## config.mk

```make
export PLATFORM = sky130hd
export DESIGN_NAME = control_sequencer_flat
export DESIGN_NICKNAME = d
export VERILOG_FILES = /design/src/rtl/ctrl_seq_pkg.sv /design/src/rtl/control_sequencer_if.sv /design/src/rtl/control_sequencer_decode.sv /design/src/rtl/control_sequencer.sv /design/src/flat_wrapper.sv
export SDC_FILE = /design/constraint.sdc
export NUM_CORES = 1
export LEC_CHECK = 0
export CORE_UTILIZATION = 60
export DETAILED_ROUTE_END_ITERATION = 7
export DONT_BUFFER_PORTS = 1
export GPL_ROUTABILITY_DRIVEN = 0
export PLACE_DENSITY = 0.76
export SKIP_CTS_REPAIR_TIMING = 1
export SYNTH_ARGS = -nofsm -noshare
export SYNTH_HDL_FRONTEND = slang
export SYNTH_HIERARCHICAL = 1
export SYNTH_SLANG_ARGS = --single-unit
```

## constraint.sdc

```tcl
create_clock -name clk -period 1.8 [get_ports clk]
set_input_delay 0.36 -clock clk [delete_from_list [all_inputs] [get_ports clk]]
set_output_delay 0.36 -clock clk [all_outputs]
set_load 0.1 [all_outputs]
```

## src/rtl/ctrl_seq_pkg.sv

```systemverilog
// Shared encodings for the control sequencer: opcodes, FSM states, ALU/shifter controls
// and the decoded-instruction payload.
package ctrl_seq_pkg;

  localparam int unsigned OPC_W = 4;

  localparam logic [OPC_W-1:0] OP_NOP = 4'd0;
  localparam logic [OPC_W-1:0] OP_LDA = 4'd1;
  localparam logic [OPC_W-1:0] OP_LDB = 4'd2;
  localparam logic [OPC_W-1:0] OP_ADD = 4'd3;
  localparam logic [OPC_W-1:0] OP_SUB = 4'd4;
  localparam logic [OPC_W-1:0] OP_AND = 4'd5;
  localparam logic [OPC_W-1:0] OP_OR  = 4'd6;
  localparam logic [OPC_W-1:0] OP_LSH = 4'd7;
  localparam logic [OPC_W-1:0] OP_RSH = 4'd8;

  typedef enum logic [2:0] {
    ST_IDLE, ST_DECODE, ST_EXEC, ST_SHIFT, ST_WB, ST_TRAP
  } state_e;

  typedef enum logic [1:0] {
    ALU_ADD = 2'b00, ALU_SUB = 2'b01, ALU_AND = 2'b10, ALU_OR = 2'b11
  } alu_op_e;

  typedef enum logic [1:0] {
    SH_HOLD = 2'b00, SH_RSH = 2'b01, SH_LSH = 2'b10
  } shift_state_e;

  typedef enum logic [2:0] {
    CLS_NOP, CLS_LOAD, CLS_ALU, CLS_SHIFT, CLS_ILLEGAL
  } op_class_e;

  typedef struct packed {
    op_class_e cls;
    alu_op_e   alu_op;
    logic      sel_b;        // load targets B rather than A
    logic      shift_right;  // shift is RSH rather than LSH
  } dec_t;

endpackage

```

## src/rtl/control_sequencer_if.sv

```systemverilog
// Instruction handshake and datapath control bundle between sequencer and datapath.
interface control_sequencer_if
  import ctrl_seq_pkg::*;
#(
  parameter int unsigned OPW = 4,
  parameter int unsigned DW  = 4
);
  logic               instr_valid;
  logic [OPW+DW-1:0]  instr;
  logic               instr_ready;
  logic               shift_flag;
  logic               lda;
  logic               ldb;
  logic               ldo;
  logic [DW-1:0]      imm;
  alu_op_e            alu_op;
  logic               o_sel;
  logic               shift_load;
  shift_state_e       shift_state;
  logic               done;
  logic               busy;
  logic               underflow;
  logic               err;

  modport master (
    output instr_valid, instr, shift_flag,
    input  instr_ready, lda, ldb, ldo, imm, alu_op, o_sel, shift_load,
           shift_state, done, busy, underflow, err
  );

  modport slave (
    input  instr_valid, instr, shift_flag,
    output instr_ready, lda, ldb, ldo, imm, alu_op, o_sel, shift_load,
           shift_state, done, busy, underflow, err
  );
endinterface

```

## src/rtl/control_sequencer_decode.sv

```systemverilog
// Combinational opcode classifier: instruction class, ALU operation and load/shift selects.
module ctrl_decode
  import ctrl_seq_pkg::*;
#(
  parameter int unsigned OPW = 4
) (
  input  logic [OPW-1:0] opcode,
  output dec_t           dec
);

  always_comb begin
    dec = '{cls: CLS_ILLEGAL, alu_op: ALU_ADD, sel_b: 1'b0, shift_right: 1'b0};
    case (opcode)
      OPW'(OP_NOP): dec.cls = CLS_NOP;
      OPW'(OP_LDA): dec.cls = CLS_LOAD;
      OPW'(OP_LDB): begin dec.cls = CLS_LOAD;  dec.sel_b = 1'b1;         end
      OPW'(OP_ADD): begin dec.cls = CLS_ALU;   dec.alu_op = ALU_ADD;     end
      OPW'(OP_SUB): begin dec.cls = CLS_ALU;   dec.alu_op = ALU_SUB;     end
      OPW'(OP_AND): begin dec.cls = CLS_ALU;   dec.alu_op = ALU_AND;     end
      OPW'(OP_OR):  begin dec.cls = CLS_ALU;   dec.alu_op = ALU_OR;      end
      OPW'(OP_LSH): dec.cls = CLS_SHIFT;
      OPW'(OP_RSH): begin dec.cls = CLS_SHIFT; dec.shift_right = 1'b1;   end
      default: ;
    endcase
  end

endmodule

```

## src/rtl/control_sequencer.sv

```systemverilog
// Multi-cycle instruction sequencer driving register loads, ALU and shifter controls.
// Define SEQ_ILLEGAL_TRAP_EN to trap on illegal opcodes; otherwise they execute as NOP.
module control_sequencer
  import ctrl_seq_pkg::*;
#(
  parameter int unsigned OPW = 4,
  parameter int unsigned DW  = 4
) (
  input logic                clk,
  input logic                reset,
  control_sequencer_if.slave bus
);

  state_e        state_q;
  dec_t          dec_in;
  dec_t          dec_q;
  logic [DW-1:0] operand_q;
  logic [DW-1:0] count_q;
  logic          ready_q, busy_q, lda_q, ldb_q, ldo_q, o_sel_q, shift_load_q, done_q;
  logic          underflow_q;
  logic [DW-1:0] imm_q;
  alu_op_e       alu_op_q;
  shift_state_e  shift_state_q;
  shift_state_e  shift_dir;

  ctrl_decode #(.OPW(OPW)) u_decode (
    .opcode (bus.instr[OPW+DW-1 -: OPW]),
    .dec    (dec_in)
  );

  assign shift_dir = dec_q.shift_right ? SH_RSH : SH_LSH;

`ifdef SEQ_ILLEGAL_TRAP_EN
  logic err_q;
  assign bus.err = err_q;
`else
  assign bus.err = 1'b0;
`endif

  // Outputs are registered on the transition into the cycle they describe.
  always_ff @(posedge clk) begin
    if (reset) begin
      state_q       <= ST_IDLE;
      dec_q         <= '0;
      operand_q     <= '0;
      count_q       <= '0;
      ready_q       <= 1'b1;
      busy_q        <= 1'b0;
      lda_q         <= 1'b0;
      ldb_q         <= 1'b0;
      ldo_q         <= 1'b0;
      o_sel_q       <= 1'b0;
      shift_load_q  <= 1'b0;
      done_q        <= 1'b0;
      underflow_q   <= 1'b0;
      imm_q         <= '0;
      alu_op_q      <= ALU_ADD;
      shift_state_q <= SH_HOLD;
`ifdef SEQ_ILLEGAL_TRAP_EN
      err_q         <= 1'b0;
`endif
    end else begin
      lda_q         <= 1'b0;
      ldb_q         <= 1'b0;
      ldo_q         <= 1'b0;
      o_sel_q       <= 1'b0;
      shift_load_q  <= 1'b0;
      done_q        <= 1'b0;
      shift_state_q <= SH_HOLD;
      case (state_q)
        ST_IDLE: begin
          if (bus.instr_valid) begin
            dec_q       <= dec_in;
            operand_q   <= bus.instr[DW-1:0];
            count_q     <= bus.instr[DW-1:0];
            underflow_q <= 1'b0;
            ready_q     <= 1'b0;
            busy_q      <= 1'b1;
            state_q     <= ST_DECODE;
            // NOP completes in the DECODE cycle so ready cannot coincide with done.
`ifdef SEQ_ILLEGAL_TRAP_EN
            done_q      <= (dec_in.cls == CLS_NOP);
`else
            done_q      <= (dec_in.cls == CLS_NOP) || (dec_in.cls == CLS_ILLEGAL);
`endif
          end
        end
        ST_DECODE: begin
          case (dec_q.cls)
            CLS_LOAD: begin
              lda_q   <= ~dec_q.sel_b;
              ldb_q   <= dec_q.sel_b;
              imm_q   <= operand_q;
              done_q  <= 1'b1;
              state_q <= ST_EXEC;
            end
            CLS_ALU: begin
              alu_op_q <= dec_q.alu_op;
              state_q  <= ST_EXEC;
            end
            CLS_SHIFT: begin
              shift_load_q <= 1'b1;
              state_q      <= ST_EXEC;
            end
`ifdef SEQ_ILLEGAL_TRAP_EN
            CLS_ILLEGAL: begin
              err_q   <= 1'b1;
              state_q <= ST_TRAP;
            end
`endif
            default: begin
              ready_q <= 1'b1;
              busy_q  <= 1'b0;
              state_q <= ST_IDLE;
            end
          endcase
        end
        ST_EXEC: begin
          if (dec_q.cls == CLS_ALU) begin
            ldo_q   <= 1'b1;
            done_q  <= 1'b1;
            state_q <= ST_WB;
          end else if (dec_q.cls == CLS_SHIFT && count_q != '0) begin
            shift_state_q <= shift_dir;
            state_q       <= ST_SHIFT;
          end else if (dec_q.cls == CLS_SHIFT) begin
            ldo_q   <= 1'b1;
            o_sel_q <= 1'b1;
            done_q  <= 1'b1;
            state_q <= ST_WB;
          end else begin
            ready_q <= 1'b1;
            busy_q  <= 1'b0;
            state_q <= ST_IDLE;
          end
        end
        ST_SHIFT: begin
          count_q <= count_q - DW'(1);
          if (dec_q.shift_right && bus.shift_flag) underflow_q <= 1'b1;
          if (count_q == DW'(1)) begin
            ldo_q   <= 1'b1;
            o_sel_q <= 1'b1;
            done_q  <= 1'b1;
            state_q <= ST_WB;
          end else begin
            shift_state_q <= shift_dir;
          end
        end
`ifdef SEQ_ILLEGAL_TRAP_EN
        ST_TRAP: state_q <= ST_TRAP;
`endif
        default: begin
          ready_q <= 1'b1;
          busy_q  <= 1'b0;
          state_q <= ST_IDLE;
        end
      endcase
    end
  end

  // Ready is masked by reset so the first cycle after release already shows it.
  assign bus.instr_ready = ready_q & ~reset;
  assign bus.busy        = busy_q;
  assign bus.lda         = lda_q;
  assign bus.ldb         = ldb_q;
  assign bus.ldo         = ldo_q;
  assign bus.imm         = imm_q;
  assign bus.alu_op      = alu_op_q;
  assign bus.o_sel       = o_sel_q;
  assign bus.shift_load  = shift_load_q;
  assign bus.shift_state = shift_state_q;
  assign bus.done        = done_q;
  assign bus.underflow   = underflow_q;

endmodule

```

## src/flat_wrapper.sv

```systemverilog
// flat-port wrapper written by rule: the top's interface ports become plain ports
module control_sequencer_flat import ctrl_seq_pkg::*;
#(
  parameter int unsigned OPW = 4,
  parameter int unsigned DW  = 4
)
  (clk, reset, bus_instr_valid, bus_instr, bus_shift_flag, bus_instr_ready, bus_lda, bus_ldb, bus_ldo, bus_imm, bus_alu_op, bus_o_sel, bus_shift_load, bus_shift_state, bus_done, bus_busy, bus_underflow, bus_err);
  control_sequencer_if #(.OPW(OPW), .DW(DW)) bus_i ();
  input logic clk;
  input logic reset;
  input wire logic [$bits(bus_i.instr_valid)-1:0] bus_instr_valid;
  input wire logic [$bits(bus_i.instr)-1:0] bus_instr;
  input wire logic [$bits(bus_i.shift_flag)-1:0] bus_shift_flag;
  output wire logic [$bits(bus_i.instr_ready)-1:0] bus_instr_ready;
  output wire logic [$bits(bus_i.lda)-1:0] bus_lda;
  output wire logic [$bits(bus_i.ldb)-1:0] bus_ldb;
  output wire logic [$bits(bus_i.ldo)-1:0] bus_ldo;
  output wire logic [$bits(bus_i.imm)-1:0] bus_imm;
  output wire logic [$bits(bus_i.alu_op)-1:0] bus_alu_op;
  output wire logic [$bits(bus_i.o_sel)-1:0] bus_o_sel;
  output wire logic [$bits(bus_i.shift_load)-1:0] bus_shift_load;
  output wire logic [$bits(bus_i.shift_state)-1:0] bus_shift_state;
  output wire logic [$bits(bus_i.done)-1:0] bus_done;
  output wire logic [$bits(bus_i.busy)-1:0] bus_busy;
  output wire logic [$bits(bus_i.underflow)-1:0] bus_underflow;
  output wire logic [$bits(bus_i.err)-1:0] bus_err;
  assign bus_i.instr_valid = bus_instr_valid;
  assign bus_i.instr = bus_instr;
  assign bus_i.shift_flag = bus_shift_flag;
  assign bus_instr_ready = bus_i.instr_ready;
  assign bus_lda = bus_i.lda;
  assign bus_ldb = bus_i.ldb;
  assign bus_ldo = bus_i.ldo;
  assign bus_imm = bus_i.imm;
  assign bus_alu_op = bus_i.alu_op;
  assign bus_o_sel = bus_i.o_sel;
  assign bus_shift_load = bus_i.shift_load;
  assign bus_shift_state = bus_i.shift_state;
  assign bus_done = bus_i.done;
  assign bus_busy = bus_i.busy;
  assign bus_underflow = bus_i.underflow;
  assign bus_err = bus_i.err;
  control_sequencer #(.OPW(OPW), .DW(DW)) u_core (.clk(clk), .reset(reset), .bus(bus_i));
endmodule
```

==> flow_summary_export.csv <==
group,metric,value,unit
routing,post_drt_wl_per_cell,14.28,um
final_layout,antenna_cells,0,
grt,grt_overflow,0,
timing,rsz0062_at_grt,"false",
pwr,pwr-share-comb,14.9,%
yosys,synth_seq_cells,35,
yosys,synth_top_area_cell,"dfxtp_1",
critical_path,r2r_cells,4,
yosys,synth-seq-area-share,45.23,%
clock_tree,cts_root_buf,"clkbuf_4",
clock_tree,clk_latency,340,ps
grt,grt_pass1_vias,1214,
critical_path,worstSetupPathType,"register to register",
timing,final.setup.tns,0,ps
yosys,synthesis.area,0.001549,mm2
die,coreArea,0.002455,mm2
yosys,synth_flop_cell,"dfxtp_1",
timing,skew,13.11,ps
final_layout,nFillCells,183,
pwr,p_switching,0.4184,mW
yosys,syn_avg_cell_area,9.058,um2
yosys,yosysMostFrequentCell,"dfxtp_1",
yosys,synth_top_area_share,45.23,%
die,die_h,52.81,um
placed_design,io_buffers,0,
routing,remaining_drc_errors,0,
die,ios,30,
hold_path,hold_depth,1,
pwr,internal_power,1.028,mW
grt,grt_max_degree,30,
placed_design,dp_hpwl,2243,um
die,start_util,63.10,%
yosys,yosys-top-cells-count,"dfxtp_1 (35), nand2_1 (26), a21oi_1 (17)",
pwr,p_clk_share,28.1,%
critical_path,crit_fanout,8,
timing,period_share,86.34,%
critical_path,end_kind,"register",
clock_tree,cts_buffers,5,
routing,viasPerCell,5.659,
final_layout,nNetsFinal,204,
clock_tree,clock_sinks,35,
routing,via_count,1245,
hold_path,hp-class,"input port to register",
yosys,ys_types,44,
routing,drtPass1Iterations,5,
grt,antenna_found_initial,0,
placed_design,post_dp_cell_area,0.001680,mm2
yosys,ys_warn_count,6,
critical_path,crit_required,2100,ps
final_layout,area_growth,11.71,%
routing,wirelength,3141,um
timing,min_period,1554,ps
pwr,powerDensity,835.8,mW/mm2
pwr,ir_drop,0.7112,mV
critical_path,cp_data_arrival_time,1850,ps
timing,finalMaxSlewViolations,0,
clock_tree,h-tree-depth,2,
flow_run,cap_violations,0,
clock_tree,cts_buffer_depth,2,
grt,grt_pass1_wl,5202,um
critical_path,critPathLaunchType,"register",
pwr,p_seq_share,57.0,%
clock_tree,clkTransAtPathRegs,110,ps
final_layout,fin_area,0.001730,mm2
timing,hold_ws,72.24,ps
pwr,p_leak,0.7230,nW
pwr,switching_share,28.93,%
die,die_w,52.81,um
die,die-area,0.002789,mm2
die,num_rows,18,
clock_tree,cts_tree,"built",
yosys,synthArstFlopShare,0,%
timing,clock.fmax,643.4,MHz
routing,drtIter0Drc,32,
yosys,synth-edff-count,0,
final_layout,drive_above_1_share,20.53,%
yosys,synth_nets,186,
yosys,yosys-top-cells-area,"dfxtp_1 (45%), nand2_1 (6.3%), a21oi_1 (5.5%), mux2i_1 (3.9%), nor2_1 (3.4%)",
grt,grt_usage,26.21,%
routing,ant_nets,0,
timing,setup_violations,0,
yosys,synthCells,171,
outcome,outcome,"complete, no violations",
timing,hold_viol,0,
[critical path, cell delays in order, from the launching register on]
cell and delay, ps:
dfxtp_1 450, nor4bb_1 490, nand4b_1 180, a31oi_1 260
a21o_1 120
[worst paths after layout]
| kind | slack, ps | to | from |
|---|---|---|---|
| worst max-delay path | 250 | u_core/bus.done | u_core/dec_q[5] |
| worst min-delay path | 70 | u_core/dec_q[6] | reset |
| worst max register to register | 250 | u_core/bus.done | u_core/dec_q[5] |
| worst min register to register | 460 | u_core/dec_q[2] | u_core/dec_q[2] |
[power by group through the flow]
stage	combinational (mW)	sequential [mW]	clock, mW
global placement	0.207	0.841	0
floorplan	0.162	0.865	0
CTS	0.214	0.824	0.414
detailed placement	0.213	0.842	0
global route	0.232	0.829	0.450
finish	0.215	0.825	0.407
[layout by cell type (no fill, tap or decap), drive strengths merged, types with 4 or more instances in the layout]
cell,n
nor3,4
mux2i,6
nand3,4
nor2,14
clkbuf,7
o21ai,6
buf,23
a21oi,17
nand2,26
a31oi,6
dfxtp,35
[layer usage]
metal	vias up	wire, um	track usage (%)	part of all wire (%)
met2	38	1528	42.19	49
li1	629	-	-	-
met5	-	0	0	0
met4	0	0	8.333	0
met3	0	195	9.275	6.2
met1	578	1416	32.33	45
[final cells by class]
type | instances | area [um2] | share of cell area [%]
inverter | 3 | 11.26 | 0.6508
clock inverter | 1 | 5.005 | 0.2892
timing repair buffer | 23 | 172.7 | 9.978
sequential | 35 | 700.7 | 40.49
clock buffer | 7 | 45.04 | 2.603
multi-input combinational | 121 | 758.2 | 43.82
tap | 30 | 37.54 | 2.169
[cell families after synthesis]
group / Yosys count / synth area share, %
adders and majority gates: 3 / 2.424
AOI/OAI and AO/OA: 36 / 15.02
and+or+nand+nor: 73 / 26.09
buffers and inverters: 15 / 5.977
xor gates and xnor gates: 2 / 1.131
DFF: 35 / 45.23
other: 1 / 0.2421
muxes: 6 / 3.877
[per-stage QoR]
stage | worst slack (ps) | utilization, % | instances | total power, mW
6_report | 245.8 | 70.49 | 220 | 1.446
5_1_grt | 136.7 | 70.49 | 220 | 1.512
4_1_cts | 246.5 | 70.49 | 220 | 1.453
3_5_place_dp | 268.5 | 68.45 | 212 | 1.055
3_3_place_gp | 304.2 | 68.45 | 212 | 1.047
2_1_floorplan | 77.57 | - | 171 | 1.027
[flip-flops by register name (all words and copies together), names as in the netlist]
signal	cells
u_core/dec_q	7
u_core/bus.shift_state	2
u_core/bus.shift_load	1
u_core/bus.lda	1
u_core/bus.ldb	1
u_core/bus.o_sel	1
u_core/bus.busy	1
u_core/ready_q	1
u_core/bus.imm	4
u_core/operand_q	4
u_core/count_q	4
u_core/bus.alu_op	2
u_core/bus.done	1
u_core/state_q	3
u_core/bus.underflow	1
u_core/bus.ldo	1
(Power assumes the default switching activity.)
